File: src/rtl/sat_engine_ctrl_pkg.sv
// Shared types and width defaults for the Sat Engine sequencing controller
// and the state list it drives.
package sat_engine_ctrl_pkg;

    localparam int WIDTH_LVL_DEF     = 16;
    localparam int WIDTH_BIN_ID_DEF  = 10;
    localparam int WIDTH_CNT_DEF     = 16;
    localparam int MAX_CONFLICTS_DEF = 1000;

    typedef enum logic [1:0] {
        SAT_BIN = 2'd0,
        BKT_BIN = 2'd1,
        UNSAT   = 2'd2,
        ABORT   = 2'd3
    } result_e;

    typedef enum logic [2:0] {
        ST_IDLE        = 3'd0,
        ST_IMPLY       = 3'd1,
        ST_DECIDE_REQ  = 3'd2,
        ST_DECIDE_WAIT = 3'd3,
        ST_ANALYZE     = 3'd4,
        ST_ANALYZE_REL = 3'd5,
        ST_BKT         = 3'd6,
        ST_FINISH      = 3'd7
    } state_e;

endpackage

File: src/rtl/sat_engine_ctrl_if.sv
// Request/acknowledge bundle between the sequencing controller (master), the
// bin manager and the state list (slave). Stats outputs exist only under
// SAT_ENGINE_CTRL_STATS_EN.
interface sat_engine_ctrl_if
    import sat_engine_ctrl_pkg::*;
#(
    parameter int WIDTH_LVL    = WIDTH_LVL_DEF,
    parameter int WIDTH_BIN_ID = WIDTH_BIN_ID_DEF,
    parameter int WIDTH_CNT    = WIDTH_CNT_DEF
);
    logic                    start_i;
    logic [WIDTH_BIN_ID-1:0] cur_bin_num_i;
    logic                    start_decision_o;
    logic                    done_decision_i;
    logic                    decided_any_i;
    logic                    apply_imply_o;
    logic                    done_imply_i;
    logic                    find_conflict_i;
    logic                    apply_analyze_o;
    logic                    add_learntc_en_i;
    logic                    done_analyze_i;
    logic [WIDTH_BIN_ID-1:0] bkt_bin_i;
    logic [WIDTH_LVL-1:0]    bkt_lvl_i;
    logic                    apply_bkt_cur_bin_o;
    logic                    done_bkt_cur_bin_i;
    logic                    done_o;
    logic [1:0]              result_o;
    logic [WIDTH_BIN_ID-1:0] bkt_bin_o;
    logic [WIDTH_LVL-1:0]    bkt_lvl_o;
    logic                    busy_o;
`ifdef SAT_ENGINE_CTRL_STATS_EN
    logic [WIDTH_CNT-1:0]    stat_decisions_o;
    logic [WIDTH_CNT-1:0]    stat_conflicts_o;
    logic [WIDTH_CNT-1:0]    stat_learnts_o;
`endif

    modport master (
`ifdef SAT_ENGINE_CTRL_STATS_EN
        output stat_decisions_o, stat_conflicts_o, stat_learnts_o,
`endif
        output start_decision_o, apply_imply_o, apply_analyze_o,
        output apply_bkt_cur_bin_o, done_o, result_o, bkt_bin_o, bkt_lvl_o, busy_o,
        input  start_i, cur_bin_num_i, done_decision_i, decided_any_i,
        input  done_imply_i, find_conflict_i, add_learntc_en_i, done_analyze_i,
        input  bkt_bin_i, bkt_lvl_i, done_bkt_cur_bin_i
    );

    modport slave (
`ifdef SAT_ENGINE_CTRL_STATS_EN
        input  stat_decisions_o, stat_conflicts_o, stat_learnts_o,
`endif
        input  start_decision_o, apply_imply_o, apply_analyze_o,
        input  apply_bkt_cur_bin_o, done_o, result_o, bkt_bin_o, bkt_lvl_o, busy_o,
        output start_i, cur_bin_num_i, done_decision_i, decided_any_i,
        output done_imply_i, find_conflict_i, add_learntc_en_i, done_analyze_i,
        output bkt_bin_i, bkt_lvl_i, done_bkt_cur_bin_i
    );

endinterface

File: src/rtl/sat_ctrl_counter.sv
// Saturating event counter with synchronous clear; clear wins over increment.
module sat_ctrl_counter #(
    parameter int WIDTH = 16
) (
    input  logic             clk,
    input  logic             rst,
    input  logic             clr,
    input  logic             inc,
    output logic [WIDTH-1:0] cnt
);

    always_ff @(posedge clk) begin
        if (!rst) begin
            cnt <= '0;
        end else if (clr) begin
            cnt <= '0;
        end else if (inc && (cnt != '1)) begin
            cnt <= cnt + 1'b1;
        end
    end

endmodule

File: src/rtl/sat_engine_ctrl.sv
// Per-bin CDCL sequencer: imply -> decide -> ... -> analyze -> backtrack until
// SAT, backtrack to an earlier bin, UNSAT or budget abort. Optional counters
// under SAT_ENGINE_CTRL_STATS_EN.
module sat_engine_ctrl
    import sat_engine_ctrl_pkg::*;
#(
    parameter int WIDTH_LVL     = WIDTH_LVL_DEF,
    parameter int WIDTH_BIN_ID  = WIDTH_BIN_ID_DEF,
    parameter int WIDTH_CNT     = WIDTH_CNT_DEF,
    parameter int MAX_CONFLICTS = MAX_CONFLICTS_DEF
) (
    input logic               clk,
    input logic               rst,
    sat_engine_ctrl_if.master bus
);

    localparam bit BUDGET_EN = (MAX_CONFLICTS != 0);

    state_e                  state, state_nxt;
    result_e                 result_q, result_nxt;
    logic                    result_ld;
    logic [WIDTH_BIN_ID-1:0] bkt_bin_q;
    logic [WIDTH_LVL-1:0]    bkt_lvl_q;
    logic [WIDTH_CNT-1:0]    conflicts;

    logic accept, conflict_ev, analyze_ack, budget_hit;

    assign accept      = (state == ST_IDLE) && bus.start_i;
    assign conflict_ev = (state == ST_IMPLY) && bus.done_imply_i && bus.find_conflict_i;
    assign analyze_ack = (state == ST_ANALYZE) && bus.done_analyze_i;
    // Counter has already absorbed the current conflict by the time ANALYZE_REL decides.
    assign budget_hit  = BUDGET_EN && (32'(conflicts) >= 32'(MAX_CONFLICTS));

    sat_ctrl_counter #(.WIDTH(WIDTH_CNT)) u_conflicts (
        .clk (clk),
        .rst (rst),
        .clr (accept),
        .inc (conflict_ev),
        .cnt (conflicts)
    );

    always_comb begin
        state_nxt  = state;
        result_nxt = result_q;
        result_ld  = 1'b0;
        case (state)
            ST_IDLE: begin
                if (bus.start_i) state_nxt = ST_IMPLY;
            end
            ST_IMPLY: begin
                if (bus.done_imply_i)
                    state_nxt = bus.find_conflict_i ? ST_ANALYZE : ST_DECIDE_REQ;
            end
            ST_DECIDE_REQ: begin
                state_nxt = ST_DECIDE_WAIT;
            end
            ST_DECIDE_WAIT: begin
                if (bus.done_decision_i) begin
                    if (bus.decided_any_i) begin
                        state_nxt = ST_IMPLY;
                    end else begin
                        state_nxt  = ST_FINISH;
                        result_nxt = SAT_BIN;
                        result_ld  = 1'b1;
                    end
                end
            end
            ST_ANALYZE: begin
                if (bus.done_analyze_i) state_nxt = ST_ANALYZE_REL;
            end
            ST_ANALYZE_REL: begin
                // apply_analyze_o is low here so the analyzer can drop back to idle.
                if (bkt_lvl_q == '0) begin
                    state_nxt  = ST_FINISH;
                    result_nxt = UNSAT;
                    result_ld  = 1'b1;
                end else if (budget_hit) begin
                    state_nxt  = ST_FINISH;
                    result_nxt = ABORT;
                    result_ld  = 1'b1;
                end else if (bkt_bin_q != bus.cur_bin_num_i) begin
                    state_nxt  = ST_FINISH;
                    result_nxt = BKT_BIN;
                    result_ld  = 1'b1;
                end else begin
                    state_nxt = ST_BKT;
                end
            end
            ST_BKT: begin
                if (bus.done_bkt_cur_bin_i) state_nxt = ST_IMPLY;
            end
            ST_FINISH: begin
                state_nxt = ST_IDLE;
            end
            default: begin
                state_nxt = ST_IDLE;
            end
        endcase
    end

    always_ff @(posedge clk) begin
        if (!rst) begin
            state     <= ST_IDLE;
            result_q  <= SAT_BIN;
            bkt_bin_q <= '0;
            bkt_lvl_q <= '0;
        end else begin
            state <= state_nxt;
            if (result_ld) result_q <= result_nxt;
            if (analyze_ack) begin
                bkt_bin_q <= bus.bkt_bin_i;
                bkt_lvl_q <= bus.bkt_lvl_i;
            end
        end
    end

    // All requests decode straight from state, so at most one is ever high.
    assign bus.apply_imply_o       = (state == ST_IMPLY);
    assign bus.start_decision_o    = (state == ST_DECIDE_REQ);
    assign bus.apply_analyze_o     = (state == ST_ANALYZE);
    assign bus.apply_bkt_cur_bin_o = (state == ST_BKT);
    assign bus.done_o              = (state == ST_FINISH);
    assign bus.busy_o              = (state != ST_IDLE);
    assign bus.result_o            = result_q;
    assign bus.bkt_bin_o           = bkt_bin_q;
    assign bus.bkt_lvl_o           = bkt_lvl_q;

`ifdef SAT_ENGINE_CTRL_STATS_EN
    logic counting;
    logic [WIDTH_CNT-1:0] decisions, learnts;

    // Nothing counts in IDLE or FINISH, which freezes the values seen at done_o.
    assign counting = (state != ST_IDLE) && (state != ST_FINISH);

    sat_ctrl_counter #(.WIDTH(WIDTH_CNT)) u_decisions (
        .clk (clk),
        .rst (rst),
        .clr (accept),
        .inc ((state == ST_DECIDE_WAIT) && bus.done_decision_i && bus.decided_any_i),
        .cnt (decisions)
    );

    sat_ctrl_counter #(.WIDTH(WIDTH_CNT)) u_learnts (
        .clk (clk),
        .rst (rst),
        .clr (accept),
        .inc (counting && bus.add_learntc_en_i),
        .cnt (learnts)
    );

    assign bus.stat_decisions_o = decisions;
    assign bus.stat_conflicts_o = conflicts;
    assign bus.stat_learnts_o   = learnts;
`endif

endmodule

File: src/flat_wrapper.sv
// flat-port wrapper written by rule: the top's interface ports become plain ports
module sat_engine_ctrl_flat import sat_engine_ctrl_pkg::*;
#(
    parameter int WIDTH_LVL     = WIDTH_LVL_DEF,
    parameter int WIDTH_BIN_ID  = WIDTH_BIN_ID_DEF,
    parameter int WIDTH_CNT     = WIDTH_CNT_DEF,
    parameter int MAX_CONFLICTS = MAX_CONFLICTS_DEF
)
  (clk, rst, bus_start_decision_o, bus_apply_imply_o, bus_apply_analyze_o, bus_apply_bkt_cur_bin_o, bus_done_o, bus_result_o, bus_bkt_bin_o, bus_bkt_lvl_o, bus_busy_o, bus_start_i, bus_cur_bin_num_i, bus_done_decision_i, bus_decided_any_i, bus_done_imply_i, bus_find_conflict_i, bus_add_learntc_en_i, bus_done_analyze_i, bus_bkt_bin_i, bus_bkt_lvl_i, bus_done_bkt_cur_bin_i);
  sat_engine_ctrl_if #(.WIDTH_LVL(WIDTH_LVL), .WIDTH_BIN_ID(WIDTH_BIN_ID), .WIDTH_CNT(WIDTH_CNT)) bus_i ();
  input logic clk;
  input logic rst;
  output wire logic [$bits(bus_i.start_decision_o)-1:0] bus_start_decision_o;
  output wire logic [$bits(bus_i.apply_imply_o)-1:0] bus_apply_imply_o;
  output wire logic [$bits(bus_i.apply_analyze_o)-1:0] bus_apply_analyze_o;
  output wire logic [$bits(bus_i.apply_bkt_cur_bin_o)-1:0] bus_apply_bkt_cur_bin_o;
  output wire logic [$bits(bus_i.done_o)-1:0] bus_done_o;
  output wire logic [$bits(bus_i.result_o)-1:0] bus_result_o;
  output wire logic [$bits(bus_i.bkt_bin_o)-1:0] bus_bkt_bin_o;
  output wire logic [$bits(bus_i.bkt_lvl_o)-1:0] bus_bkt_lvl_o;
  output wire logic [$bits(bus_i.busy_o)-1:0] bus_busy_o;
  input wire logic [$bits(bus_i.start_i)-1:0] bus_start_i;
  input wire logic [$bits(bus_i.cur_bin_num_i)-1:0] bus_cur_bin_num_i;
  input wire logic [$bits(bus_i.done_decision_i)-1:0] bus_done_decision_i;
  input wire logic [$bits(bus_i.decided_any_i)-1:0] bus_decided_any_i;
  input wire logic [$bits(bus_i.done_imply_i)-1:0] bus_done_imply_i;
  input wire logic [$bits(bus_i.find_conflict_i)-1:0] bus_find_conflict_i;
  input wire logic [$bits(bus_i.add_learntc_en_i)-1:0] bus_add_learntc_en_i;
  input wire logic [$bits(bus_i.done_analyze_i)-1:0] bus_done_analyze_i;
  input wire logic [$bits(bus_i.bkt_bin_i)-1:0] bus_bkt_bin_i;
  input wire logic [$bits(bus_i.bkt_lvl_i)-1:0] bus_bkt_lvl_i;
  input wire logic [$bits(bus_i.done_bkt_cur_bin_i)-1:0] bus_done_bkt_cur_bin_i;
  assign bus_start_decision_o = bus_i.start_decision_o;
  assign bus_apply_imply_o = bus_i.apply_imply_o;
  assign bus_apply_analyze_o = bus_i.apply_analyze_o;
  assign bus_apply_bkt_cur_bin_o = bus_i.apply_bkt_cur_bin_o;
  assign bus_done_o = bus_i.done_o;
  assign bus_result_o = bus_i.result_o;
  assign bus_bkt_bin_o = bus_i.bkt_bin_o;
  assign bus_bkt_lvl_o = bus_i.bkt_lvl_o;
  assign bus_busy_o = bus_i.busy_o;
  assign bus_i.start_i = bus_start_i;
  assign bus_i.cur_bin_num_i = bus_cur_bin_num_i;
  assign bus_i.done_decision_i = bus_done_decision_i;
  assign bus_i.decided_any_i = bus_decided_any_i;
  assign bus_i.done_imply_i = bus_done_imply_i;
  assign bus_i.find_conflict_i = bus_find_conflict_i;
  assign bus_i.add_learntc_en_i = bus_add_learntc_en_i;
  assign bus_i.done_analyze_i = bus_done_analyze_i;
  assign bus_i.bkt_bin_i = bus_bkt_bin_i;
  assign bus_i.bkt_lvl_i = bus_bkt_lvl_i;
  assign bus_i.done_bkt_cur_bin_i = bus_done_bkt_cur_bin_i;
  sat_engine_ctrl #(.WIDTH_LVL(WIDTH_LVL), .WIDTH_BIN_ID(WIDTH_BIN_ID), .WIDTH_CNT(WIDTH_CNT), .MAX_CONFLICTS(MAX_CONFLICTS)) u_core (.clk(clk), .rst(rst), .bus(bus_i));
endmodule
File: config.mk
export PLATFORM = sky130hd
export DESIGN_NAME = sat_engine_ctrl_flat
export DESIGN_NICKNAME = d
export VERILOG_FILES = /design/src/rtl/sat_engine_ctrl_pkg.sv /design/src/rtl/sat_engine_ctrl_if.sv /design/src/rtl/sat_ctrl_counter.sv /design/src/rtl/sat_engine_ctrl.sv /design/src/flat_wrapper.sv
export SDC_FILE = /design/constraint.sdc
export NUM_CORES = 1
export LEC_CHECK = 0
export BUFFER_PORTS_ARGS = -buffer_cell sky130_fd_sc_hd__clkbuf_2
export CORE_MARGIN = 2
export CORE_UTILIZATION = 35
export DETAILED_ROUTE_END_ITERATION = 8
export GPL_TIMING_DRIVEN = 0
export PLACE_DENSITY = 0.58
export SYNTH_ARGS = -nofsm -noshare
export SYNTH_HDL_FRONTEND = slang
export SYNTH_SLANG_ARGS = --single-unit
File: constraint.sdc
create_clock -name clk -period 4.2 [get_ports clk]
set_input_delay 0.84 -clock clk [delete_from_list [all_inputs] [get_ports clk]]
set_output_delay 0.84 -clock clk [all_outputs]
set_load 0.05 [all_outputs]
---- Word level (Yosys, flattened, before mapping) ----
Cells that the tools add are included.
cells by class
  $add $sub $neg .......................... 1
  bitwise logic cells ..................... 1
  equality and inequality tests ........... 16
  div/mod/pow operators ................... 0
  magnitude comparators ................... 1
  multiply operators ...................... 0
  reduce and logical (&&, ||, !) cells .... 12
  mux-type cells .......................... 23
  shift-type cells ........................ 0
operators with widths
  cell                   count
  $mux 3                 9
  $pmux 3 s8             1
  $add 16x1->16 const B  1
  $ge 16x10->1 const B   1
  $logic_not 16->1       1
  $ne 16x16->1 const B   1
  $eq 3x3->1 const B     4
  $mux 2                 5
  $ne 10x10->1           1
  $reduce_and 5->1       2
  $eq 3x2->1 const B     2
  $mux 1                 6
  $ne 2x1->1 const B     3
  $ne 2x2->1 const B     3
  $logic_and 1x1->1      5
  $ne 4x1->1 const B     1
  $pmux 2 s2             1
  $eq 3x1->1 const B     1
  $logic_not 3->1        1
  $reduce_bool 3->1      1
  $pmux 1 s2             1
  $reduce_bool 2->1      1
  $reduce_or 2->1        1
  $not 1->1              1
word-level totals
  word-level logic and storage cells ...... 59
  bits in latches ......................... 0
  register bits after elaboration ......... 47
  output and inout bits ................... 34
  memory bits (writable) .................. 0
  input port bits ......................... 46
  ROM bits ................................ 0
  memories ................................ 0

---- Logic depth before layout (Yosys ltp) ----
  depth after elaboration ................. 6
  gate-level depth with buffers ........... 7
  depth with buffers taken out ............ 5

---- Hierarchy ----
From an unflattened synthesis, not the netlist that was laid out.
unflattened totals
  cells, all modules ...................... 291
  area, all modules ....................... 2486.1 um2
by module, submodules not included
  module            times used  cells an instance  area an instance (um2)  sequential area each (um2)
  sat_engine_ctrl   1           200                1621.6                  620.6
  sat_ctrl_counter  1           91                 864.6                   320.3

---- Least setup slack after synthesis ----
OpenSTA, ideal clock, no wires.
  path kind ............................... register to output
  from .................................... register u_core.state[1]
  to ...................................... output port bus_start_decision_o
  slack ................................... 1503 ps
  cell stages (with the launch flop) ...... 3
  arrival time ............................ 1857 ps
  path buffers ............................ 1
  data required time ...................... 3360 ps
  path through ............................ dfxtp_1 clkbuf_1 nor3b_1
between the ends
  cells in the longest elaborated chain, start to end .. 1
ends and longest elaborated chain
  item                    RTL line                RTL
  start, declared         sat_engine_ctrl.sv:19   state_e state, state_nxt;
  start signal, assigned  sat_engine_ctrl.sv:108  state <= state_nxt;
  $eq 3x2->1              sat_engine_ctrl.sv:119  assign bus.start_decision_o = (state == ST_DECIDE_REQ);
  end, declared           flat_wrapper.sv:13      output wire logic [$bits(bus_i.start_decision_o)-1:0] bus_start_decision_o;
Every way passes these cells.

---- Final worst setup path ----
Ends and elaborated chain as after synthesis.

==> flow_summary.toml <==
[status]
status = "completed"

[min_path]
hp-class = "flop to flop"
whs_path_depth = 2

[worst_setup_path]
worstSetupStartpointType = "flop"
r2r-end = "u_core.u_conflicts.cnt[11]"
reg2reg_from = "u_core.state[0]"
regToRegSetupSlack_ps = 1920
required_ps = 3360
cp.arrival_ps = 1680
endpoint = "bus_start_decision_o"
critPathSlowestCell = "dfxtp_1"
critPathKind = "flop to output pin"
setup.worst_path.start = "u_core.state[1]"
path_max_fanout = 10
cp-end-kind = "output pin"
r2r_cells = 6
cpPeakStageDelay_ps = 480
path_cells = "clkbuf_1, nor3b_1, clkbuf_2"

[global_route]
grt.total_usage = 0.175
grt_pass1_wl_mm = 10.5
grt_pass1_vias = 2269
grt_overflow_total = 0
antenna_found_initial = 0
grt_max_degree = 16

[sta]
finalHoldViolCount = 0
fmaxAchievable_mhz = 397
fin_crit_sh = 0.600
slew_headroom = 0.566
setup-tns-final_ps = 0
fin_worst_hold_slack_ps = 482
finalSetupViolCount = 0
rsz0062_at_grt = "no"
maxSlewViolCount = 0
tightest_slew_ps = 645
period_minus_slack_ps = 2520
skew_ps = 4.70

[clock_tree]
clk_path_buf_depth = 2
cts_resized = 0
post_cts_buffers = 0
clock-sinks = 47
cts_root_buf = "clkbuf_8"
clk_pin_slew_ps = 100
ctsHoldBuffers = 0
h-tree-depth = 2
cts_tree = "yes"
insertion_delay_ps = 300
cts_buffers = 5

[synth]
synth_top_family_by_area = "simple AND/OR/NAND/NOR gates"
netlist_area_sq_um = 2340
syn_area_per_cell_sq_um = 7.83
ys_seq_area_frac = 0.402
synth_compound_area_frac = 0.176
synth-xor-area-share = 0.0374
ys_warn_count = 0
syn_inst = 299
synthSimpleGateAreaFrac = 0.318
syn-num-nets = 347
synth.area.mux_share = 0.0171
synth_cell_types = 41
synth_fa_ha_area_frac = 0.0107
ys_seq_elements = 47

[placed_design]
place_congestion = 0.818
numPortBuffers = 78
dp_hpwl_mm = 4.62
place_inst = 454

[job]
cap_violations = 0

[finish]
seqCellArea_sq_um = 941
fill_cells = 673
final_cell_mix = "78 x clkbuf_2, 68 x nand2_1, 47 x dfxtp_1, 40 x a21oi_1, 15 x clkbuf_1"
antenna_cells = 0
final_cells = 462
final_common_cell = "clkbuf_2"
area_delta_synth_final_pct = 25.0
fin_nets = 432
utilization = 0.456
drive_above_1_share = 0.229
multi_input_comb_area_sq_um = 1310

[floorplan]
initial_utilization = 0.365
core-area_sq_um = 6420
dieArea_sq_um = 7360
fp.dieW_um = 85.8
std_cell_rows = 29
fp.dieH_um = 85.8
top_level_ports = 80

[power]
leakagePower_nw = 1.10
ir_worst_vdd_v = 0.000152
power_density_nw_per_um2 = 336

[detailed_routing]
vias = 2430
drcViolationCount = 0
drt-wirelength-per-cell_um = 13.2
routed_wl_mm = 6.10
first_pass_iters = 6
drtIter0Drc = 90
ant_nets = 0
via_per_inst = 5.26
[cell type report]
cell class              instances  area share
clock inverters                 2     0.00556
inverters                       6     0.00770
plain buffers                  17      0.0235
flip-flops and latches         47       0.322
well taps                      77      0.0329
repair buffers                 78       0.133
clock buffers                   6      0.0282
multi-input cells             229       0.447
[synth_stat cells, drive strengths merged]
| cell type | instances | area share |
|---|---|---|
| o31ai | 7 | 0.022 |
| nor4 | 11 | 0.029 |
| o22ai | 1 | 0.0027 |
| nand3b | 3 | 0.0096 |
| o41ai | 1 | 0.0037 |
| nand3 | 7 | 0.015 |
| nor3 | 5 | 0.011 |
| nor2 | 6 | 0.0096 |
| nor2b | 3 | 0.0080 |
| a211oi | 3 | 0.0096 |
| o211ai | 2 | 0.0064 |
| nand2 | 68 | 0.11 |
| a2bb2oi | 1 | 0.0037 |
| a311o | 1 | 0.0043 |
| nor3b | 2 | 0.0064 |
| or4 | 8 | 0.026 |
| and4 | 6 | 0.022 |
| and3 | 4 | 0.011 |
| o311ai | 1 | 0.0037 |
| nor4b | 1 | 0.0037 |
| or3 | 6 | 0.016 |
| o21ai | 5 | 0.011 |
| nor4bb | 2 | 0.0086 |
| xnor2 | 8 | 0.030 |
| a311oi | 1 | 0.0037 |
| a21oi | 40 | 0.086 |
| or3b | 1 | 0.0037 |
| mux2i | 4 | 0.017 |
| nand2b | 2 | 0.0053 |
| o31a | 2 | 0.0075 |
| dfxtp | 47 | 0.40 |
| ha | 2 | 0.011 |
| and2 | 3 | 0.0080 |
| clkbuf | 15 | 0.024 |
| xor2 | 2 | 0.0075 |
| nand4 | 6 | 0.016 |
| buf | 2 | 0.0053 |
| inv | 6 | 0.0096 |
| a31oi | 3 | 0.0080 |
| a2111oi | 1 | 0.0037 |
[where the power goes]
group / internal [mW] / switching, mW / total (mW)
clock: 0.135 / 0.167 / 0.301
sequential: 0.458 / 0.0122 / 0.470
combinational: 0.0701 / 0.141 / 0.211
total: 0.663 / 0.320 / 0.983
[metrics by stage]
| stage | power [mW] | setup slack [ps] | area [sq um] |
|---|---|---|---|
| after floorplan | 0.628 | 1500 | 2340 |
| after global placement | 0.691 | 1760 | 2830 |
| after detailed placement | 0.692 | 1760 | 2830 |
| after CTS | 0.994 | 1690 | 2930 |
| after global routing | 1.03 | 1520 | 2930 |
| final | 0.983 | 1680 | 2930 |
[critical path, delay by kind of cell, from the launching register on]
family	cells	cell delay [ps]
simple gates	1	230
buf+inv	2	660
flops	1	480
[sequential cells by signal, indices dropped and copies added, names as in the netlist]
name and flops:
u_core.bus.bkt_lvl_o 16, u_core.u_conflicts.cnt 16, u_core.bus.bkt_bin_o 10, u_core.state 3
u_core.bus.result_o 2
[cell families (layout without fill, tap and decap cells)]
kind of cell               Yosys count  in the layout
AOI/OAI and AO/OA                   69             69
DFF                                 47             47
buffers and inverters               23            109
xor gates and xnor gates            10             10
and+or+nand+nor                    144            144
muxes                                4              4
adders and majority gates            2              2
[metal layers]
| metal | vias up | global-route usage | wire (um) |
|---|---|---|---|
| li1 | 1256 | - | - |
| met1 | 1099 | 0.229 | 2880 |
| met2 | 71 | 0.288 | 2800 |
| met3 | 4 | 0.0481 | 370 |
| met4 | 0 | 0.0433 | 43 |
| met5 | - | 0 | 0 |
[worst min-delay path by stage]
| stage | endpoint | slack (ps) | startpoint |
|---|---|---|---|
| 6_report | u_core.bus.bkt_lvl_o[14] | 480 | u_core.bus.bkt_lvl_o[14] |
| 5_1_grt | u_core.bus.bkt_lvl_o[11] | 500 | u_core.bus.bkt_lvl_o[11] |
| 4_1_cts | u_core.bus.bkt_lvl_o[4] | 480 | u_core.bus.bkt_lvl_o[4] |
| 3_5_place_dp | u_core.bus.bkt_lvl_o[4] | 470 | u_core.bus.bkt_lvl_o[4] |
| 3_3_place_gp | u_core.bus.bkt_lvl_o[10] | 460 | u_core.bus.bkt_lvl_o[10] |
| 2_1_floorplan | u_core.u_conflicts.cnt[7] | 450 | u_core.u_conflicts.cnt[7] |
Note: power is estimated with default switching activity, not from simulation.
